`config.mk`:
```
export PLATFORM = sky130hd
export DESIGN_NAME = affine_iter_ctrl
export DESIGN_NICKNAME = d
export VERILOG_FILES = /design/src/rtl/affine_ctrl_pkg.sv /design/src/rtl/affine_iter_ctrl_watchdog.sv /design/src/rtl/affine_iter_ctrl.sv
export SDC_FILE = /design/constraint.sdc
export NUM_CORES = 1
export LEC_CHECK = 0
export CORE_AREA = 2 2 167 169
export DETAILED_ROUTE_END_ITERATION = 16
export DIE_AREA = 0 0 169 171
export HOLD_SLACK_MARGIN = 0.05
export PLACE_DENSITY = 0.81
export SKIP_CTS_REPAIR_TIMING = 1
export SLEW_MARGIN = 20
export SYNTH_ARGS = -nofsm -noshare
export SYNTH_HDL_FRONTEND = slang
export SYNTH_SLANG_ARGS = --single-unit
```
`constraint.sdc`:
```
create_clock -name clk -period 4 [get_ports clk]
set_clock_uncertainty 0.2 [all_clocks]
set_input_delay 0.8 -clock clk [delete_from_list [all_inputs] [get_ports clk]]
set_output_delay 0.8 -clock clk [all_outputs]
set_load 0.03 [all_outputs]
```
`src/rtl/affine_ctrl_pkg.sv`:
```
// Shared state encoding, default widths and FP constants for the affine iteration sequencer.
// Consumed by affine_iter_ctrl and affine_watchdog.
package affine_ctrl_pkg;

    localparam int PRECISION_DEF = 32;
    localparam int CNT_W_DEF     = 16;
    localparam int TIMEOUT_DEF   = 64;

    // IEEE-754 single-precision 1.0, used by benches to build seed/offset vectors.
    localparam logic [31:0] ONE_F = 32'h3F80_0000;

    typedef enum logic [2:0] {
        IDLE   = 3'd0,
        ISSUE  = 3'd1,
        WAIT   = 3'd2,
        OUTPUT = 3'd3,
        DONE   = 3'd4
    } state_t;

endpackage

```
`src/rtl/affine_iter_ctrl_watchdog.sv`:
```
// affine_watchdog: counts consecutive cycles in which i_run is high without i_clear and
// flags o_expire on the TIMEOUT-th such cycle. Only used when AFFINE_TIMEOUT_EN is defined.
module affine_watchdog
    import affine_ctrl_pkg::*;
#(
    parameter int TIMEOUT = TIMEOUT_DEF
) (
    input  logic clk,
    input  logic reset_n,
    input  logic i_run,
    input  logic i_clear,
    output logic o_expire
);

    localparam int              CW   = $clog2(TIMEOUT + 1);
    localparam logic [CW-1:0]   LAST = CW'(TIMEOUT - 1);

    logic [CW-1:0] r_cnt;

    always_ff @(posedge clk or negedge reset_n) begin
        if (!reset_n) begin
            r_cnt <= '0;
        end else if (!i_run || i_clear) begin
            r_cnt <= '0;
        end else begin
            r_cnt <= r_cnt + CW'(1);
        end
    end

    // Counter starts at 0 on the first waiting cycle, so LAST marks the TIMEOUT-th cycle.
    assign o_expire = i_run && !i_clear && (r_cnt == LAST);

endmodule

```
`src/rtl/affine_iter_ctrl.sv`:
```
// affine_iter_ctrl: iteration sequencer around the 3-D affine transform (x' = A*x + U).
// Optional WAIT-state timeout watchdog enabled by defining AFFINE_TIMEOUT_EN.
module affine_iter_ctrl
    import affine_ctrl_pkg::*;
#(
    parameter int PRECISION = PRECISION_DEF,
    parameter int CNT_W     = CNT_W_DEF,
    parameter int TIMEOUT   = TIMEOUT_DEF
) (
    input  logic                 clk,
    input  logic                 reset_n,
    input  logic                 start,
    input  logic [PRECISION-1:0] seed0,
    input  logic [PRECISION-1:0] seed1,
    input  logic [PRECISION-1:0] seed2,
    input  logic [CNT_W-1:0]     n_iter,
    input  logic [CNT_W-1:0]     discard,
    output logic                 at_tvalid,
    output logic [PRECISION-1:0] at_x0,
    output logic [PRECISION-1:0] at_x1,
    output logic [PRECISION-1:0] at_x2,
    input  logic                 at_valid,
    input  logic [PRECISION-1:0] at_xn0,
    input  logic [PRECISION-1:0] at_xn1,
    input  logic [PRECISION-1:0] at_xn2,
    output logic                 m_valid,
    input  logic                 m_ready,
    output logic [PRECISION-1:0] m_data0,
    output logic [PRECISION-1:0] m_data1,
    output logic [PRECISION-1:0] m_data2,
    output logic                 busy,
    output logic                 done,
    output logic                 error
);

    if (TIMEOUT < 2) begin : g_timeout_range
        $error("affine_iter_ctrl: TIMEOUT must be at least 2");
    end

    state_t               r_state;
    state_t               w_next;

    logic [PRECISION-1:0] r_x0, r_x1, r_x2;
    logic [PRECISION-1:0] r_m0, r_m1, r_m2;
    logic [CNT_W-1:0]     r_n_iter, r_discard;
    logic [CNT_W-1:0]     r_iter_cnt, r_emit_cnt;
    logic [CNT_W-1:0]     w_emit_inc;

    logic                 w_accept;
    logic                 w_in_wait;
    logic                 w_result;
    logic                 w_warmup;
    logic                 w_handshake;
    logic                 w_expire;

    assign w_accept    = (r_state == IDLE) && start;
    assign w_in_wait   = (r_state == WAIT);
    assign w_result    = w_in_wait && at_valid;
    assign w_warmup    = (r_iter_cnt < r_discard);
    assign w_handshake = (r_state == OUTPUT) && m_ready;
    assign w_emit_inc  = r_emit_cnt + CNT_W'(1);

    always_ff @(posedge clk or negedge reset_n) begin
        if (!reset_n) begin
            r_state <= IDLE;
        end else begin
            r_state <= w_next;
        end
    end

    always_comb begin
        w_next    = r_state;
        at_tvalid = 1'b0;
        m_valid   = 1'b0;
        busy      = 1'b1;
        done      = 1'b0;
        case (r_state)
            IDLE: begin
                busy = 1'b0;
                if (start) begin
                    w_next = (n_iter == '0) ? DONE : ISSUE;
                end
            end
            ISSUE: begin
                at_tvalid = 1'b1;
                w_next    = WAIT;
            end
            WAIT: begin
                // A result arriving on the expiry cycle still wins over the timeout.
                if (at_valid) begin
                    w_next = w_warmup ? ISSUE : OUTPUT;
                end else if (w_expire) begin
                    w_next = DONE;
                end
            end
            OUTPUT: begin
                m_valid = 1'b1;
                if (m_ready) begin
                    w_next = (w_emit_inc == r_n_iter) ? DONE : ISSUE;
                end
            end
            DONE: begin
                done   = 1'b1;
                w_next = IDLE;
            end
            default: begin
                w_next = IDLE;
            end
        endcase
    end

    always_ff @(posedge clk or negedge reset_n) begin
        if (!reset_n) begin
            r_x0       <= '0;
            r_x1       <= '0;
            r_x2       <= '0;
            r_n_iter   <= '0;
            r_discard  <= '0;
            r_iter_cnt <= '0;
        end else if (w_accept) begin
            r_x0       <= seed0;
            r_x1       <= seed1;
            r_x2       <= seed2;
            r_n_iter   <= n_iter;
            r_discard  <= discard;
            r_iter_cnt <= '0;
        end else if (w_result) begin
            r_x0       <= at_xn0;
            r_x1       <= at_xn1;
            r_x2       <= at_xn2;
            r_iter_cnt <= r_iter_cnt + CNT_W'(1);
        end
    end

    // Output vector is only loaded when a post-warm-up result lands, then held through any stall.
    always_ff @(posedge clk or negedge reset_n) begin
        if (!reset_n) begin
            r_m0 <= '0;
            r_m1 <= '0;
            r_m2 <= '0;
        end else if (w_result && !w_warmup) begin
            r_m0 <= at_xn0;
            r_m1 <= at_xn1;
            r_m2 <= at_xn2;
        end
    end

    always_ff @(posedge clk or negedge reset_n) begin
        if (!reset_n) begin
            r_emit_cnt <= '0;
        end else if (w_accept) begin
            r_emit_cnt <= '0;
        end else if (w_handshake) begin
            r_emit_cnt <= w_emit_inc;
        end
    end

`ifdef AFFINE_TIMEOUT_EN
    logic r_error;

    affine_watchdog #(
        .TIMEOUT (TIMEOUT)
    ) u_watchdog (
        .clk      (clk),
        .reset_n  (reset_n),
        .i_run    (w_in_wait),
        .i_clear  (at_valid),
        .o_expire (w_expire)
    );

    always_ff @(posedge clk or negedge reset_n) begin
        if (!reset_n) begin
            r_error <= 1'b0;
        end else if (w_accept) begin
            r_error <= 1'b0;
        end else if (w_in_wait && w_expire) begin
            r_error <= 1'b1;
        end
    end

    assign error = r_error;
`else
    assign w_expire = 1'b0;
    assign error    = 1'b0;
`endif

    assign at_x0   = r_x0;
    assign at_x1   = r_x1;
    assign at_x2   = r_x2;
    assign m_data0 = r_m0;
    assign m_data1 = r_m1;
    assign m_data2 = r_m2;

endmodule

```
==> impl_metrics.py <==
metrics = {
    "timing": {
        "max_freq_mhz": 307.4,
        "period_share": 0.8132,
        "rsz0062_at_grt": "false",
        "slew_headroom": 0.2262,
        "fin_crit_ns": 3.253,
        "tightest_slew_ns": 1.161,
        "finalSetupTns_ns": 0,
        "drv_slew": 0,
        "hold_viol_final": 0,
        "setup_viol": 0,
    },
    "clock_tree": {
        "cts.clk_slew.worst_paths_ns": 0.06,
        "htree_levels": 1,
        "cts_max_path_buffers": 3,
        "root_buffer": "clkbuf_16",
        "cts_tree": "done",
        "clkLatencyLatePin_ns": 0.54,
        "cts_buffers": 29,
        "clock-sinks": 259,
    },
    "drt": {
        "vias_per_cell": 5.818,
        "drt_iter0_drc": 1311,
        "ant_nets": 0,
        "via_count": 12350,
        "routed_wl_mm": 43.20,
        "drc_errors": 0,
        "first_pass_iters": 5,
        "wl_per_cell_um": 20.35,
    },
    "placed_design": {
        "io_buffers": 424,
        "gp_congestion": 0.8825,
        "dp_hpwl_mm": 29.35,
    },
    "setup_path": {
        "reg2reg_depth": 7,
        "cp_data_arrival_time_ns": 2.25,
        "cp-end-kind": "output pin",
        "worstPathMaxFanout": 6,
        "required_ns": 3.00,
        "path_class": "reg -> out",
        "worstSetupStartpointType": "register",
    },
    "global_route": {
        "grt_max_degree": 103,
        "grt_overflow": 0,
        "grt_pass1_vias": 12330,
        "grt.total_usage": 0.2904,
        "grt_pass1_wl_mm": 67.05,
        "antenna_found_initial": 1,
    },
    "synth": {
        "synth-seq-cells": 259,
        "synth_area_per_cell_um2": 8.998,
        "synth.most_common_cell": "nand2_1",
        "synth_area_mm2": 0.01259,
        "ys.flop_type": "dfrtp_1",
        "yosysSeqAreaShare": 0.5149,
        "yosys_warnings": 0,
        "syn_nets": 1645,
        "ys_top_cells_by_area": "dfrtp_1 (51%), nand2_1 (13%), o2111ai_1 (6.7%), o211ai_1 (5.8%), clkbuf_1 (2.7%)",
        "synthTopCellsByCount": "nand2_1 (432), dfrtp_1 (259), o2111ai_1 (97), o211ai_1 (97), clkbuf_1 (89)",
        "ys_types": 55,
        "synth_top_area_cell": "dfrtp_1",
        "synth_cells": 1399,
        "synth_edf_count": 0,
        "synth.top_cell.area_share": 0.5149,
        "async_flop_share": 1.000,
    },
    "floorplan": {
        "die_width_um": 169,
        "dieArea_mm2": 0.02890,
        "io_pins": 426,
        "num_rows": 61,
        "core_area_mm2": 0.02732,
        "initial_core_util": 0.4607,
        "die_h_um": 171,
    },
    "run_status": {
        "status": "finished clean",
    },
    "final_layout": {
        "final_nets": 2001,
        "multiInputGateArea_mm2": 0.005588,
        "nFillCells": 2138,
        "regArea_mm2": 0.006481,
        "drive_above_1_share": 0.04786,
        "area_growth_pct": 43.14,
    },
    "power_and_ir_drop": {
        "powerDensity_mw_per_mm2": 627.7,
        "ir_drop_mv": 0.4341,
        "total_power_uw": 11310,
        "leakage_uw": 0.007957,
    },
    "worst_hold_path": {
        "min_path_type": "in -> async",
    },
    "run": {
        "cap_violations": 0,
    },
}
cell families (layout without fill, tap and decap cells):
family,Yosys count,after routing,synth area share
DFF,259,259,0.5149
adders and majority gates,17,17,0.01690
AOI/OAI and AO/OA,314,314,0.1834
xor gates and xnor gates,38,38,0.02644
buffers and inverters,137,514,0.04592
muxes,1,1,0.0007952
other,1,2,0.0002979
and+or+nand+nor,632,632,0.2114
metrics by stage:
step	hold WS, ns	cells	area, um2	util	setup slack, ns
6_report	0.07725	2123	18020	0.6594	0.7474
5_1_grt	0.1386	2123	18020	0.6594	0.6372
4_1_cts	0.1228	2121	18000	0.6586	0.7433
3_5_place_dp	0.2796	2069	17030	0.6231	0.8909
3_3_place_gp	0.2754	2069	17030	0.6231	0.9648
2_1_floorplan	0.2467	1399	12590	-	1.520
critical path, cell delays in order, from the launching register on:
cell	delay (ns)
dfrtp_1	0.44
nor2b_1	0.36
and2_1	0.21
clkdlybuf4s50_1	0.70
metal layers:
metal | part of all wire | track usage | vias up
met5 | 0 | 0 | -
met4 | 0.047 | 0.1263 | 0
met3 | 0.068 | 0.05899 | 126
met2 | 0.49 | 0.4868 | 529
met1 | 0.39 | 0.3665 | 6035
li1 | - | - | 5662
where the power goes:
part           switching (uW)  internal, uW  leakage [uW]  total (uW)
registers                 453          3310       0.00286        3760
logic                    2940          1870       0.00462        4800
clock network            1100          1650      0.000472        2740
worst paths after layout:
kind                               startpoint          end  slack [ns]
min in group clk                  r_n_iter[0]  r_n_iter[0]        0.29
worst max-delay path               r_state[1]      m_valid        0.75
worst min register to register    r_n_iter[0]  r_n_iter[0]        0.29
worst max register to register  r_iter_cnt[4]  m_data0[17]        0.82
max in group asynchronous             reset_n   r_state[2]        2.46
worst min-delay path                  reset_n   m_data2[2]        0.08
sequential cells by signal, summed over array words and instances, names as in the netlist, 32 cells and up:
name / flops
m_data2: 32
at_x1: 32
at_x2: 32
at_x0: 32
m_data0: 32
m_data1: 32
final cells by class:
class / count / share of cell area
clock inverters: 13 / 0.009860
repair buffers: 444 / 0.2483
multi-input cells: 1003 / 0.3101
diodes: 1 / 0.0001389
clock buffers: 39 / 0.04402
inverters: 18 / 0.003819
flip-flops and latches: 259 / 0.3597
well taps: 346 / 0.02403
layout by cell type (no fill, tap or decap), drive strengths merged, types with 18 or more instances in the layout:
cell type	n
o2111ai	97
buf	21
nand2	432
xnor2	18
nand3	61
dfrtp	259
a31oi	49
nor2	83
o211ai	97
clkdlybuf4s50	423
o21ai	43
clkbuf	39
xor2	20
Power figures use the tool's default switching activity.
